### src/rtl/axi_bridge_ip_rx_pkg.sv
// axi_bridge_ip_rx_pkg: shared types, sizing helpers and the packed RX FIFO word
// layout used by the RX deserializer, the RX FIFO and the AXI master logic.
package axi_bridge_ip_rx_pkg;

   // Frame tracking state of the deserializer
   typedef enum logic [0:0] {
      RX_IDLE  = 1'b0,
      RX_ACCUM = 1'b1
   } rx_state_e;

   // Number of link segments per AXI beat
   function automatic int unsigned rx_segs(input int unsigned data_w, input int unsigned if_w);
      return data_w / if_w;
   endfunction

   // Lane counter width, never narrower than one bit
   function automatic int unsigned rx_seg_idx_w(input int unsigned segs);
      return (segs > 32'd1) ? $clog2(segs) : 32'd1;
   endfunction

   // Width of the packed FIFO word {last, user, keep, data}
   function automatic int unsigned rx_word_w(input int unsigned data_w, input int unsigned tuser_w);
      return data_w + (data_w / 32'd8) + tuser_w + 32'd1;
   endfunction

   // Field offsets inside the packed FIFO word (data sits at the LSB)
   function automatic int unsigned rx_data_off();
      return 32'd0;
   endfunction

   function automatic int unsigned rx_keep_off(input int unsigned data_w);
      return data_w;
   endfunction

   function automatic int unsigned rx_user_off(input int unsigned data_w);
      return data_w + (data_w / 32'd8);
   endfunction

   function automatic int unsigned rx_last_off(input int unsigned data_w, input int unsigned tuser_w);
      return data_w + (data_w / 32'd8) + tuser_w;
   endfunction

endpackage

### src/rtl/axi_bridge_ip_rx_des_beat_assemble.sv
// axi_bridge_ip_rx_des_beat_assemble: segment accumulator. Writes each accepted
// segment into lane seg_idx, reports beat completion (last lane or eop) and hands
// the completed beat image, with unfilled lanes zeroed, to the output register.
module axi_bridge_ip_rx_des_beat_assemble
   import axi_bridge_ip_rx_pkg::*;
#(
   parameter int unsigned DATA_W = 256,
   parameter int unsigned IF_W   = 64
) (
   input  logic                  clk_i,
   input  logic                  rst_ni,
   input  logic                  flush_i,
   input  logic                  wr_i,
   input  logic                  start_i,
   input  logic                  eop_i,
   input  logic [IF_W-1:0]       data_i,
   input  logic [IF_W/8-1:0]     keep_i,
   output logic                  beat_done_o,
   output logic [DATA_W-1:0]     beat_data_o,
   output logic [DATA_W/8-1:0]   beat_keep_o
);

   localparam int unsigned SEGS  = rx_segs(DATA_W, IF_W);
   localparam int unsigned IDX_W = rx_seg_idx_w(SEGS);
   localparam int unsigned KW    = IF_W / 8;
   localparam int unsigned DKW   = DATA_W / 8;
   localparam logic [IDX_W-1:0] LAST_LANE = IDX_W'(SEGS - 1);
   localparam logic [IDX_W-1:0] ONE_LANE  = IDX_W'(1);

   logic [DATA_W-1:0] acc_data_q, acc_data_d;
   logic [DKW-1:0]    acc_keep_q, acc_keep_d;
   logic [IDX_W-1:0]  seg_idx_q, seg_idx_d;

   logic [IDX_W-1:0]  lane_s;
   logic [DATA_W-1:0] merged_data_s;
   logic [DKW-1:0]    merged_keep_s;
   logic              beat_done_s;

   // Merge the incoming segment into the accumulator image; a frame start restarts at lane 0 from a clean image
   always_comb begin
      lane_s        = start_i ? '0 : seg_idx_q;
      merged_data_s = start_i ? '0 : acc_data_q;
      merged_keep_s = start_i ? '0 : acc_keep_q;
      for (int l = 0; l < int'(SEGS); l++) begin
         if (wr_i && (lane_s == IDX_W'(l))) begin
            merged_data_s[l*IF_W +: IF_W] = data_i;
            merged_keep_s[l*KW +: KW]     = keep_i;
         end else begin
            merged_data_s[l*IF_W +: IF_W] = merged_data_s[l*IF_W +: IF_W];
            merged_keep_s[l*KW +: KW]     = merged_keep_s[l*KW +: KW];
         end
      end
      beat_done_s = wr_i && ((lane_s == LAST_LANE) || eop_i);
   end

   // Accumulator next state: cleared on flush or after a beat leaves, otherwise holds the merged image
   always_comb begin
      acc_data_d = acc_data_q;
      acc_keep_d = acc_keep_q;
      seg_idx_d  = seg_idx_q;
      if (flush_i) begin
         acc_data_d = '0;
         acc_keep_d = '0;
         seg_idx_d  = '0;
      end else if (beat_done_s) begin
         acc_data_d = '0;
         acc_keep_d = '0;
         seg_idx_d  = '0;
      end else if (wr_i) begin
         acc_data_d = merged_data_s;
         acc_keep_d = merged_keep_s;
         seg_idx_d  = lane_s + ONE_LANE;
      end else begin
         acc_data_d = acc_data_q;
         acc_keep_d = acc_keep_q;
         seg_idx_d  = seg_idx_q;
      end
   end

   // Accumulator and lane counter registers
   always_ff @(posedge clk_i) begin
      if (!rst_ni) begin
         acc_data_q <= '0;
         acc_keep_q <= '0;
         seg_idx_q  <= '0;
      end else begin
         acc_data_q <= acc_data_d;
         acc_keep_q <= acc_keep_d;
         seg_idx_q  <= seg_idx_d;
      end
   end

   assign beat_done_o = beat_done_s;
   assign beat_data_o = merged_data_s;
   assign beat_keep_o = merged_keep_s;

endmodule

### src/rtl/axi_bridge_ip_rx_deserializer.sv
// axi_bridge_ip_rx_deserializer: assembles IF_W-bit link segments into DATA_W-bit
// AXI beats and pushes packed {last, user, keep, data} words into the RX FIFO.
// Build option: define AXI_BRIDGE_RX_PROTO_CHECK_EN to drop non-sop segments in
// IDLE and to restart frames on an unexpected sop, with error pulses for both.
module axi_bridge_ip_rx_deserializer
   import axi_bridge_ip_rx_pkg::*;
#(
   parameter int unsigned DATA_W  = 256,
   parameter int unsigned IF_W    = 64,
   parameter int unsigned TUSER_W = 16
) (
   input  logic                                  clk_i,
   input  logic                                  rst_ni,
   input  logic                                  bridge_enable,
   input  logic                                  drop_on_midreset,
   input  logic                                  cl_rx_valid_i,
   output logic                                  cl_rx_ready_o,
   input  logic [IF_W-1:0]                       cl_rx_data_i,
   input  logic [IF_W/8-1:0]                     cl_rx_keep_i,
   input  logic [TUSER_W-1:0]                    cl_rx_user_i,
   input  logic                                  cl_rx_sop_i,
   input  logic                                  cl_rx_eop_i,
   input  logic                                  fifo_full_i,
   output logic                                  fifo_push_o,
   output logic [DATA_W+DATA_W/8+TUSER_W+1-1:0]  fifo_wdata_o,
   output logic                                  frame_done_pulse_o,
   output logic                                  stall_cycle_en_o,
   output logic                                  ev_err_midreset_drop_pulse_o,
   output logic                                  ev_err_no_sop_pulse_o,
   output logic                                  ev_err_sop_midframe_pulse_o
);

   localparam int unsigned DKW      = DATA_W / 8;
   localparam int unsigned WORD_W   = rx_word_w(DATA_W, TUSER_W);
   localparam int unsigned DATA_OFF = rx_data_off();
   localparam int unsigned KEEP_OFF = rx_keep_off(DATA_W);
   localparam int unsigned USER_OFF = rx_user_off(DATA_W);
   localparam int unsigned LAST_OFF = rx_last_off(DATA_W, TUSER_W);

   rx_state_e          state_q, state_d;
   logic               beat_full_q, beat_full_d;
   logic               bridge_enable_q;
   logic [DATA_W-1:0]  out_data_q, out_data_d;
   logic [DKW-1:0]     out_keep_q, out_keep_d;
   logic [TUSER_W-1:0] out_user_q, out_user_d;
   logic               out_last_q, out_last_d;
   logic [TUSER_W-1:0] user_q, user_d;
   logic               midreset_pulse_q;
   logic               no_sop_pulse_q;
   logic               sop_mid_pulse_q;

   logic               ready_s;
   logic               accept_s;
   logic               midreset_det_s;
   logic               push_s;
   logic               start_s;
   logic               wr_s;
   logic               no_sop_s;
   logic               sop_mid_s;
   logic               beat_done_s;
   logic [DATA_W-1:0]  beat_data_s;
   logic [DKW-1:0]     beat_keep_s;
   logic [WORD_W-1:0]  wdata_s;

   assign ready_s  = bridge_enable && (!beat_full_q || !fifo_full_i);
   assign accept_s = cl_rx_valid_i && ready_s;

   // A partial frame or a held beat is dropped when the enable falls; this wins over a push
   assign midreset_det_s = drop_on_midreset && bridge_enable_q && !bridge_enable &&
                           ((state_q == RX_ACCUM) || beat_full_q);
   assign push_s = beat_full_q && !fifo_full_i && !midreset_det_s;

`ifdef AXI_BRIDGE_RX_PROTO_CHECK_EN
   // Only sop opens a frame; a sop inside a frame restarts it at that segment
   assign start_s   = accept_s && cl_rx_sop_i;
   assign no_sop_s  = accept_s && !cl_rx_sop_i && (state_q == RX_IDLE);
   assign sop_mid_s = accept_s && cl_rx_sop_i && (state_q == RX_ACCUM);
   assign wr_s      = accept_s && !no_sop_s;
`else
   // Any segment in IDLE opens a frame; sop inside a frame is plain data
   logic unused_sop_s;
   assign unused_sop_s = cl_rx_sop_i;
   assign start_s      = accept_s && (state_q == RX_IDLE);
   assign no_sop_s     = 1'b0;
   assign sop_mid_s    = 1'b0;
   assign wr_s         = accept_s;
`endif

   axi_bridge_ip_rx_des_beat_assemble #(
      .DATA_W (DATA_W),
      .IF_W   (IF_W)
   ) u_beat_assemble (
      .clk_i       (clk_i),
      .rst_ni      (rst_ni),
      .flush_i     (midreset_det_s),
      .wr_i        (wr_s),
      .start_i     (start_s),
      .eop_i       (cl_rx_eop_i),
      .data_i      (cl_rx_data_i),
      .keep_i      (cl_rx_keep_i),
      .beat_done_o (beat_done_s),
      .beat_data_o (beat_data_s),
      .beat_keep_o (beat_keep_s)
   );

   // Frame FSM next state: eop closes the frame, any written segment otherwise keeps it open
   always_comb begin
      state_d = state_q;
      if (midreset_det_s) begin
         state_d = RX_IDLE;
      end else if (wr_s) begin
         state_d = cl_rx_eop_i ? RX_IDLE : RX_ACCUM;
      end else begin
         state_d = state_q;
      end
   end

   // Output beat register, full flag and frame user latch next state
   always_comb begin
      beat_full_d = beat_full_q;
      out_data_d  = out_data_q;
      out_keep_d  = out_keep_q;
      out_user_d  = out_user_q;
      out_last_d  = out_last_q;
      user_d      = user_q;
      if (start_s) begin
         user_d = cl_rx_user_i;
      end else begin
         user_d = user_q;
      end
      if (midreset_det_s) begin
         beat_full_d = 1'b0;
      end else if (beat_done_s) begin
         beat_full_d = 1'b1;
         out_data_d  = beat_data_s;
         out_keep_d  = beat_keep_s;
         out_user_d  = start_s ? cl_rx_user_i : user_q;
         out_last_d  = cl_rx_eop_i;
      end else if (push_s) begin
         beat_full_d = 1'b0;
      end else begin
         beat_full_d = beat_full_q;
      end
   end

   // State, output beat and enable history registers
   always_ff @(posedge clk_i) begin
      if (!rst_ni) begin
         state_q         <= RX_IDLE;
         beat_full_q     <= 1'b0;
         bridge_enable_q <= 1'b0;
         out_data_q      <= '0;
         out_keep_q      <= '0;
         out_user_q      <= '0;
         out_last_q      <= 1'b0;
         user_q          <= '0;
      end else begin
         state_q         <= state_d;
         beat_full_q     <= beat_full_d;
         bridge_enable_q <= bridge_enable;
         out_data_q      <= out_data_d;
         out_keep_q      <= out_keep_d;
         out_user_q      <= out_user_d;
         out_last_q      <= out_last_d;
         user_q          <= user_d;
      end
   end

   // Event pulses, one cycle after the condition is seen
   always_ff @(posedge clk_i) begin
      if (!rst_ni) begin
         midreset_pulse_q <= 1'b0;
         no_sop_pulse_q   <= 1'b0;
         sop_mid_pulse_q  <= 1'b0;
      end else begin
         midreset_pulse_q <= midreset_det_s;
         no_sop_pulse_q   <= no_sop_s;
         sop_mid_pulse_q  <= sop_mid_s;
      end
   end

   // Pack the FIFO word using the shared field offsets
   always_comb begin
      wdata_s                          = '0;
      wdata_s[DATA_OFF +: DATA_W]      = out_data_q;
      wdata_s[KEEP_OFF +: DKW]         = out_keep_q;
      wdata_s[USER_OFF +: TUSER_W]     = out_user_q;
      wdata_s[LAST_OFF]                = out_last_q;
   end

   assign cl_rx_ready_o                = ready_s;
   assign fifo_push_o                  = push_s;
   assign fifo_wdata_o                 = wdata_s;
   assign frame_done_pulse_o           = push_s && out_last_q;
   assign stall_cycle_en_o             = cl_rx_valid_i && !ready_s;
   assign ev_err_midreset_drop_pulse_o = midreset_pulse_q;
   assign ev_err_no_sop_pulse_o        = no_sop_pulse_q;
   assign ev_err_sop_midframe_pulse_o  = sop_mid_pulse_q;

endmodule

### config.mk
export PLATFORM = sky130hd
export DESIGN_NAME = axi_bridge_ip_rx_deserializer
export DESIGN_NICKNAME = d
export VERILOG_FILES = /design/src/rtl/axi_bridge_ip_rx_pkg.sv /design/src/rtl/axi_bridge_ip_rx_des_beat_assemble.sv /design/src/rtl/axi_bridge_ip_rx_deserializer.sv
export SDC_FILE = /design/constraint.sdc
export NUM_CORES = 1
export LEC_CHECK = 0
export ABC_AREA = 1
export CORE_MARGIN = 4
export CORE_UTILIZATION = 25
export CTS_BUF_LIST = sky130_fd_sc_hd__clkbuf_8
export DETAILED_ROUTE_END_ITERATION = 6
export PLACE_DENSITY = 0.41
export SETUP_SLACK_MARGIN = 0.5
export SLEW_MARGIN = 40
export SYNTH_ARGS = -nofsm -noshare
export SYNTH_HDL_FRONTEND = slang
export SYNTH_SLANG_ARGS = --single-unit
### constraint.sdc
create_clock -name clk_i -period 2.36 [get_ports clk_i]
set_clock_uncertainty 0.15 [all_clocks]
set_input_delay 0.472 -clock clk_i [delete_from_list [all_inputs] [get_ports clk_i]]
set_output_delay 0.472 -clock clk_i [all_outputs]
set_load 0.02 [all_outputs]
# Word level (Yosys, flattened, before mapping)
# Cells that the tools add are included.
[totals] mem_bits_rw=0 memories=0 regBits=615 out_inout_bits=312 rom_bits=0 wordCells=62 latchBits=0
[classes] n_eq_ne=3 div=0 reduce_logical=28 addsub=1 mul=0 shift=0 order_cmp=0 bitwise_logic=3 muxes=15
[op_table] op="256-bit 2-to-1 mux" n=1
[op_table] op="64-bit 2-to-1 mux" n=4
[op_table] op="32-bit 2-to-1 mux" n=1
[op_table] op="8-bit 2-to-1 mux" n=4
[op_table] op="16-bit 2-to-1 mux" n=1
[op_table] op="1-bit logical AND" n=15
[op_table] op="1-bit logical NOT" n=5
[op_table] op="2-bit == test (second input constant)" n=2
[op_table] op="1-bit logical OR" n=3
[op_table] op="1-bit 2-to-1 mux" n=3
[op_table] op="1-bit NOT" n=3
[op_table] op="3-bit OR reduction" n=1
[op_table] op="2-bit by 1-bit adder with 2-bit output (second input constant)" n=1
[op_table] op="2-bit by 1-bit == test with 1-bit output (second input constant)" n=1
[op_table] op="2-bit logical NOT" n=1
[op_table] op="2-bit 2-to-1 mux" n=1
[op_table] op="2-bit AND reduction" n=1
[op_table] op="2-bit nonzero test" n=1
[op_table] op="2-bit OR reduction" n=1

# Longest topological paths before layout
# Gate-level depths: netlist of the first run.
[logic_depth] word_depth=10 ltp_mapped=11 depth_no_buf=8

# Cells and area by module
# A second synthesis of the first run with hierarchy kept.
[unflattened] hier_cells=4894 hier_area_um2=30070.1
[by_module_without_submodules] module="axi_bridge_ip_rx_des_beat_assemble" seq_area_each_um2=5805.6 cells_each=3433 area_per_inst_um2=18753.0 n_inst=1
[by_module_without_submodules] module="axi_bridge_ip_rx_deserializer" seq_area_each_um2=6506.2 cells_each=1461 area_per_inst_um2=11317.1 n_inst=1

# Worst setup path after synthesis of the first run
# Ideal clock, no wire load.
[synth_path] path_kind="input to register" startpoint="input port fifo_full_i" endpoint="register out_data_q[167]" arrival_ns=1.700 setup_time_ns=0.112 path_stages=10 path_slack_ns=0.398 cell_sequence="nand2_1 nand3_2 inv_2 nand2_1 buf_2 clkbuf_1 clkbuf_1 nand3b_1 nand2_1 nor2_1"
[synth_between] elab_chain_cells=10
[synth_rtl] element="start, declared" line_no="axi_bridge_ip_rx_deserializer.sv:23" text="input logic fifo_full_i,"
[synth_rtl] element="1-bit logical NOT *" line_no="axi_bridge_ip_rx_deserializer.sv:65" text="assign ready_s = bridge_enable && (!beat_full_q || !fifo_full_i);"
[synth_rtl] element="1-bit logical OR *" line_no="axi_bridge_ip_rx_deserializer.sv:65"
[synth_rtl] element="1-bit logical AND *" line_no="axi_bridge_ip_rx_deserializer.sv:65"
[synth_rtl] element="1-bit logical AND *" line_no="axi_bridge_ip_rx_deserializer.sv:66" text="assign accept_s = cl_rx_valid_i && ready_s;"
[synth_rtl] element="1-bit logical AND" line_no="axi_bridge_ip_rx_deserializer.sv:83" text="assign start_s = accept_s && (state_q == RX_IDLE);"
[synth_rtl] element="2-bit 2-to-1 mux" line_no="axi_bridge_ip_rx_des_beat_assemble.sv:41" text="lane_s = start_i ? '0 : seg_idx_q;"
[synth_rtl] element="2-bit == test" line_no="axi_bridge_ip_rx_des_beat_assemble.sv:53" text="beat_done_s = wr_i && ((lane_s == LAST_LANE) || eop_i);"
[synth_rtl] element="1-bit logical OR" line_no="axi_bridge_ip_rx_des_beat_assemble.sv:53"
[synth_rtl] element="1-bit logical AND" line_no="axi_bridge_ip_rx_des_beat_assemble.sv:53"
[synth_rtl] element="2-bit AND reduction (no line)"
[synth_rtl] element="end signal, assigned" line_no="axi_bridge_ip_rx_deserializer.sv:161" text="out_data_q <= out_data_d;"
[synth_rtl] element="end, declared" line_no="axi_bridge_ip_rx_deserializer.sv:43" text="logic [DATA_W-1:0] out_data_q, out_data_d;"
# Mark *: on every way between the ends. The rest lies on a longest branch, timed or not.
# A chain may end at the register's enable or synchronous reset.

# Final worst setup path of the first run
[layout_path] startpoint="register beat_full_q" endpoint="register out_data_q[191]"
[layout_between] elab_chain_cells=10
[layout_rtl] element="start, declared" line_no="axi_bridge_ip_rx_deserializer.sv:41" text="logic beat_full_q, beat_full_d;"
[layout_rtl] element="start signal, assigned" line_no="axi_bridge_ip_rx_deserializer.sv:159" text="beat_full_q <= beat_full_d;"
[layout_rtl] element="1-bit logical NOT" line_no="axi_bridge_ip_rx_deserializer.sv:65"
[layout_rtl] element="1-bit logical OR" line_no="axi_bridge_ip_rx_deserializer.sv:65"
[layout_rtl] element="1-bit logical AND" line_no="axi_bridge_ip_rx_deserializer.sv:65"
[layout_rtl] element="1-bit logical AND" line_no="axi_bridge_ip_rx_deserializer.sv:66"
[layout_rtl] element="1-bit logical AND" line_no="axi_bridge_ip_rx_deserializer.sv:83"
[layout_rtl] element="2-bit 2-to-1 mux" line_no="axi_bridge_ip_rx_des_beat_assemble.sv:41"
[layout_rtl] element="2-bit == test" line_no="axi_bridge_ip_rx_des_beat_assemble.sv:53"
[layout_rtl] element="1-bit logical OR" line_no="axi_bridge_ip_rx_des_beat_assemble.sv:53"
[layout_rtl] element="1-bit logical AND" line_no="axi_bridge_ip_rx_des_beat_assemble.sv:53"
[layout_rtl] element="2-bit AND reduction (no line)"
# Parallel ways exist; a longest one is shown, timed or not.

==> metrics.cfg, run 1 <==
[outcome]
status=completed

[cells_and_area]
fin_cells=5757
final_nets=4384
area_growth_pct=53.7
final_common_cell=nand2_1
layout-drive-gt1-share_pct=24.6
final_cell_mix=nand2_1 (841), nor2_1 (552), dfxtp_1 (502), nand3b_1 (288), nand3_1 (237)
design_area_um2=40400

[sta]
drv_slew=0
finalHoldViolCount=0
relSlewSlack_pct=52.2
min_period_over_period_pct=95.4
fin_crit_ns=2.25
worst_pin_slew_ns=0.718
tns_ns=0
grt_setup_unrepaired=yes
fmax_mhz=444
setup_viol_count_final=0

[critical_path]
timing.rr.start=beat_full_q
cp_data_arrival_time_ns=2.75
worstSetupPathType=flip-flop to flip-flop
rr_endpoint=out_data_q[191]
rrSetupSlack_ns=0.11
cp-start-kind=flip-flop
critical_path.max_fanout=12
r2r_cells=14
critPathCaptureType=flip-flop
required_ns=2.86

[logic_synthesis]
syn-cell-area_um2=26300
synth_cell_types=22
synth_top_cell_area_share_pct=46.8
ys_ff_latch=615
ys_seq_area_share_pct=46.8
syn_area_per_cell_um2=7.10
synth_top_cell_by_area=dfxtp_1
netlist_top_cells_area=dfxtp_1 (47%), nand2_1 (13%), nor2_1 (9.1%), nand3b_1 (8.2%), a21oi_1 (5.6%)
yosysWarnings=0
syn_inst=3701

[cts]
htreeDepth=3
clk_pin_slew_worst_paths_ns=0.06
clk_latency_ns=0.78
cts_max_path_buffers=3
tritoncts=done
numCtsBuffers=118
clockRootBuffer=clkbuf_8
cts_sinks=615

[route]
wl_met3_mm=7.07
met2_length_mm=52.7
routedWlPerCell_um=20.4
firstDrtPassIters=5
drc=0
drtIter0Drc=1647
drt_wl_total_mm=118
route.vias.total=26776
routed.top_layer=met5
wl_met1_mm=56.0
vias_per_cell=4.65
ant_nets=0

[grt]
grt_pass1_wl_mm=159
grt_pass1_vias=24858
grt_usage_pct=18.3
grt_max_degree=122
grt-ovfl-total=0
antenna_found_initial=4

[flow_run]
cap_violations=0

[floorplan]
dieArea_um2=110000
io_pins=408
core_um2=104000
chipHeight_um=332
row_count=118
initial_core_util_pct=25.3
die_w_um=332

[power]
ir_drop_mv=0.396
p_total_mw=25.4
power_density_nw_per_um2=630
power_leakage_nw=19.9

[hold_path]
min_path_type=input port to flip-flop
worst_hold_path.endpoint=user_q[14]
hp-start=cl_rx_user_i[14]
holdPathStages=5

[place]
port_buffers=404
place.gp.congestion=0.747
placed_cell_area_um2=33700
dp_hpwl_mm=69.3
dpl.cell_count=5409

## layer usage
| layer | up-vias | track usage [%] |
|---|---|---|
| met2 | 645 | 28.4 |
| met5 | - | 0 |
| met1 | 12786 | 25.4 |
| met4 | 2 | 4.36 |
| met3 | 123 | 4.51 |
| li1 | 13220 | - |
## metrics by stage
step	utilization [%]	setup slack, ns	hold WS, ns
2_1_floorplan	-	0.474	0.316
3_3_place_gp	32.4	-0.392	0.317
3_5_place_dp	32.4	-0.410	0.323
4_1_cts	34.8	0.0452	0.156
5_1_grt	38.9	0.0257	0.246
6_report	38.9	0.109	0.237
## Yosys cell counts, drive strengths merged
master  instances
nand2         925
nor2          637
dfxtp         615
a21oi         293
nand3         291
nand3b        288
clkbuf        187
inv           174
nand4         145
buf           124
o21ai          19
and2            1
clkinv          1
conb            1
## registers in the layout, summed over array words and instances (netlist names), 2 cells and up
signal	flops
out_data_q	256
out_keep_q	32
out_user_q	16
u_beat_assemble.acc_data_q	256
u_beat_assemble.acc_keep_q	32
u_beat_assemble.seg_idx_q	2
user_q	16
## final cells by class
cell class	instances	area, µm²
antenna	3	7.51
clock buffer	151	2080
clock inverter	55	260
fill	10880	63500
inverter	175	657
multi-input combinational	2602	13500
sequential	615	12500
tap	1380	1730
timing repair buffer	776	9610
## cell families after synthesis
kind of cell	Yosys count	share of synthesized area (%)
buffers and inverters	486	7.57
other	1	0.0143
AND/OR/NAND/NOR	2287	39.6
flip-flops	615	46.8
AO/OA/AOI/OAI	312	5.96
## repair_timing
item	in CTS	in global routing
hold buffers	1	0
gates resized for setup	1065	492
buffers inserted	1	61
hold endpoints to repair	17	0
gates cloned	0	76
endpoints found under the setup margin	922	922
pin swaps	1	131
## critical path, cell delays in order (launching register included)
cell       delay [ns]
dfxtp_4          0.38
nand2_8          0.05
buf_6            0.12
nand4_1          0.10
buf_6            0.12
buf_12           0.14
nand2_8          0.06
nor2_4           0.11
nor2_4           0.05
buf_12           0.16
buf_12           0.13
clkbuf_16        0.19
buf_4            0.16
nor2_1           0.15
nor2_1           0.05
## power by group
group / leakage [nW] / switching [mW] / total [mW] / internal (mW)
clock network: 1.36 / 4.88 / 10.7 / 5.78
registers: 5.05 / 0.214 / 11.0 / 10.7
logic: 13.4 / 2.19 / 3.82 / 1.63
total: 19.9 / 7.29 / 25.4 / 18.1
## worst max-delay path by stage
stage	start	endpoint	slack, ns	cells past startpoint
floorplan	fifo_full_i	u_beat_assemble.acc_keep_q[0]	0.47	10
global placement	fifo_full_i	out_keep_q[24]	-0.39	13
detailed placement	fifo_full_i	out_data_q[10]	-0.41	11
CTS	beat_full_q	frame_done_pulse_o	0.05	5
global route	beat_full_q	out_data_q[207]	0.03	15
finish	beat_full_q	out_data_q[191]	0.11	14
Power figures use the tool's default switching activity.
==> run 2, diff against run 1 <==
SLEW_MARGIN = 20   (was 40)
==> results of run 2 <==
The final DEF is identical to that of run 1; final timing and power are the same.
==> run 3, diff against run 2 <==
--- a/config.mk
+++ b/config.mk
@@ -12,2 +12,3 @@
 export DETAILED_ROUTE_END_ITERATION = 6
+export GPL_TIMING_DRIVEN = 0
 export PLACE_DENSITY = 0.41
--- a/constraint.sdc
+++ b/constraint.sdc
@@ -4,2 +4,2 @@
 set_output_delay 0.472 -clock clk_i [all_outputs]
-set_load 0.02 [all_outputs]
+set_load 0.1 [all_outputs]
==> run 3 against run 2 <==
Effect of this change: combinational power rose by 54%; clock-buffer cell count rose by 7; setup slack got worse by 0.10 ns; hold slack got worse by 0.094 ns; critical path type unchanged; non-clock buffer count rose by 71; total power rose by 11%; cell count rose by 1.4%.
==> metrics.cfg, run 3 (synthesis results as in run 1) <==
[outcome]
status=completed  ; unchanged

[power]
power_frac_seq_pct=39.3  ; was 43.1%
power_density_nw_per_um2=682  ; was 630 nW/µm²
comb_power_share_pct=20.9  ; was 15.0%
switching_share_pct=33.0  ; was 28.7%
power_leakage_nw=19.5  ; was 19.9 nW
p_total_mw=28.2  ; was 25.4 mW
clockPowerShare_pct=39.9  ; was 41.9%
p_int_mw=18.9  ; was 18.1 mW
switchingPower_mw=9.29  ; was 7.29 mW
ir_drop_mv=0.364  ; was 0.396 mV

[cts]
cts_sinks=615  ; unchanged
cts_hold_buf=0  ; was 1
tritoncts=done  ; unchanged
numCtsBuffers=120  ; was 118
cts_max_path_buffers=3  ; unchanged
clk_latency_ns=0.78  ; about the same
htreeDepth=3  ; unchanged
clk_pin_slew_worst_paths_ns=0.06  ; about the same
clockRootBuffer=clkbuf_8  ; unchanged

[sta]
fmax_mhz=425  ; was 444 MHz
finalHoldViolCount=0  ; unchanged
fin_crit_ns=2.35  ; was 2.25 ns
whs_ns=0.143  ; was 0.237 ns
setup_viol_count_final=0  ; unchanged
drv_slew=0  ; unchanged
relSlewSlack_pct=34.3  ; was 52.2%
min_period_over_period_pct=99.8  ; was 95.4%
grt_setup_unrepaired=yes  ; unchanged
worst_pin_slew_ns=0.986  ; was 0.718 ns

[floorplan]
initial_core_util_pct=25.3  ; unchanged
row_count=118  ; unchanged
chipHeight_um=332  ; unchanged
io_pins=408  ; unchanged
die_w_um=332  ; unchanged
core_um2=104000  ; unchanged
dieArea_um2=110000  ; unchanged

[place]
port_buffers=403  ; was 404
placed_cell_area_um2=32600  ; was 33700 µm²
dp_hpwl_mm=85.9  ; was 69.3 mm
dpl.cell_count=5486  ; was 5409
place.gp.congestion=0.787  ; was 0.747

[flow_run]
cap_violations=0  ; unchanged

[grt]
grt_pass1_vias=25623  ; was 24858
grt_usage_pct=20.8  ; was 18.3%
antenna_found_initial=12  ; was 4
grt-ovfl-total=0  ; unchanged
grt_max_degree=17  ; was 122
grt_pass1_wl_mm=173  ; was 159 mm

[cells_and_area]
top_regs=out_data_q (256), u_beat_assemble.acc_data_q (256)  ; unchanged
utilization_pct=39.7  ; was 38.9%
design_area_um2=41300  ; was 40400 µm²
final_common_cell=nand2_1  ; unchanged
final_nets=4456  ; was 4384
final_cell_mix=nand2_1 (853), nor2_1 (561), dfxtp_1 (428), nand3b_1 (288), nand3_1 (250)  ; was nand2_1 (841), nor2_1 (552), dfxtp_1 (502), nand3b_1 (288), nand3_1 (237)
area_growth_pct=57.2  ; was 53.7%
fillers=10746  ; was 10880
layout-drive-gt1-share_pct=31.9  ; was 24.6%
fin_cells=5837  ; was 5757

[route]
firstDrtPassIters=5  ; unchanged
ant_nets=0  ; unchanged
routedWlPerCell_um=21.4  ; was 20.4 µm
drtIter0Drc=1784  ; was 1647
drc=0  ; unchanged
drt_wl_total_mm=125  ; was 118 mm
route.vias.total=26944  ; was 26776
vias_per_cell=4.62  ; was 4.65

[hold_path]
min_path_type=input port to flip-flop  ; unchanged

[critical_path]
critical_path.max_fanout=10  ; was 12
cp-start-kind=flip-flop  ; unchanged
crit_slowest_cell=dfxtp_4  ; unchanged
critPathCaptureType=flip-flop  ; unchanged
required_ns=2.88  ; was 2.86 ns
crit_path_frequent_cell=buf_12  ; unchanged
critPathBufInv=8  ; was 7
cp_cell_sequence=nand2_4, buf_12, nand4_1, buf_6, buf_12, buf_12, buf_12, clkbuf_16, buf_12, nand4_1, buf_4, a21oi_2  ; was nand2_8, buf_6, nand4_1, buf_6, buf_12, nand2_8, nor2_4, nor2_4, buf_12, buf_12, clkbuf_16, buf_4, nor2_1, nor2_1
cp_data_arrival_time_ns=2.88  ; was 2.75 ns
cpPeakStageDelay_ns=0.36  ; was 0.38 ns
worstSetupPathType=flip-flop to flip-flop  ; unchanged
critPathTopFamily=buffers and inverters  ; unchanged

## run 3: cell types whose count changed in the layout (fill, tap and decap cells not counted), sizes merged, moves of 6 or more
cell | before | now
inv | 218 | 209
clkinvlp | 2 | 8
buf | 431 | 566
dlygate4sd2 | 191 | 1
clkdlybuf4s15 | 1 | 21
clkbuf | 210 | 322
## run 3: area by class of cell
type	count	area (µm²)	area share, %
flip-flops and latches	615	12600	30.5
well taps	1380	1730	4.18
plain buffers	310	2900	7.01
multi-input cells	2601	13600	32.9
repair buffers	537	7340	17.8
inverters	175	664	1.61
clock inverters	58	322	0.778
diodes	3	7.51	0.0182
clock buffers	158	2170	5.26
## run 3: worst paths after layout
check,startpoint,endpoint,slack (ns),cells after the start
setup / recovery,beat_full_q,u_beat_assemble.acc_data_q[240],0.006,12
hold / removal,bridge_enable,bridge_enable_q,0.14,3
setup reg to reg,beat_full_q,u_beat_assemble.acc_data_q[240],0.006,12
hold reg to reg,u_beat_assemble.acc_data_q[24],u_beat_assemble.acc_data_q[24],0.32,2
## run 3: power by group through the flow
stage | Sequential [mW] | Clock, mW | Combinational (mW)
5_1_grt | 11.1 | 12.0 | 6.15
6_report | 11.1 | 11.2 | 5.88
4_1_cts | 11.0 | 11.6 | 5.00
3_3_place_gp | 11.2 | 0 | 4.85
2_1_floorplan | 13.0 | 0 | 1.43
3_5_place_dp | 11.2 | 0 | 4.85
## run 3: worst register-to-register path, stage by stage (launching register included)
cell and delay (ns):
dfxtp_4 0.36, nand2_4 0.06, buf_12 0.13, nand4_1 0.09, buf_6 0.16, buf_12 0.13, buf_12 0.15, buf_12 0.13
clkbuf_16 0.17, buf_12 0.14, nand4_1 0.28, buf_4 0.25, a21oi_2 0.09
## run 3: metrics by stage
stage               setup TNS [ns]  setup WS, ns
floorplan                        0         0.143
detailed placement         -840.82         -1.79
global route                -0.103       -0.0856
CTS                         -0.885       -0.0181
finish                           0       0.00550
global placement           -841.17         -1.72
## run 3: timing repair
action,CTS,global route
endpoints found under the setup margin,923,923
setup buffers,30,73
gates resized for setup,1600,2065
pin swaps,12,122
gates cloned,3,27
## run 3: layer usage
layer,GRT usage [%],vias to the layer above,share of wire (%)
met5,0,-,0.010
met1,27.9,12771,46
met2,33.7,646,47
li1,-,13351,-
met3,4.95,174,5.5
met4,5.24,2,2.2
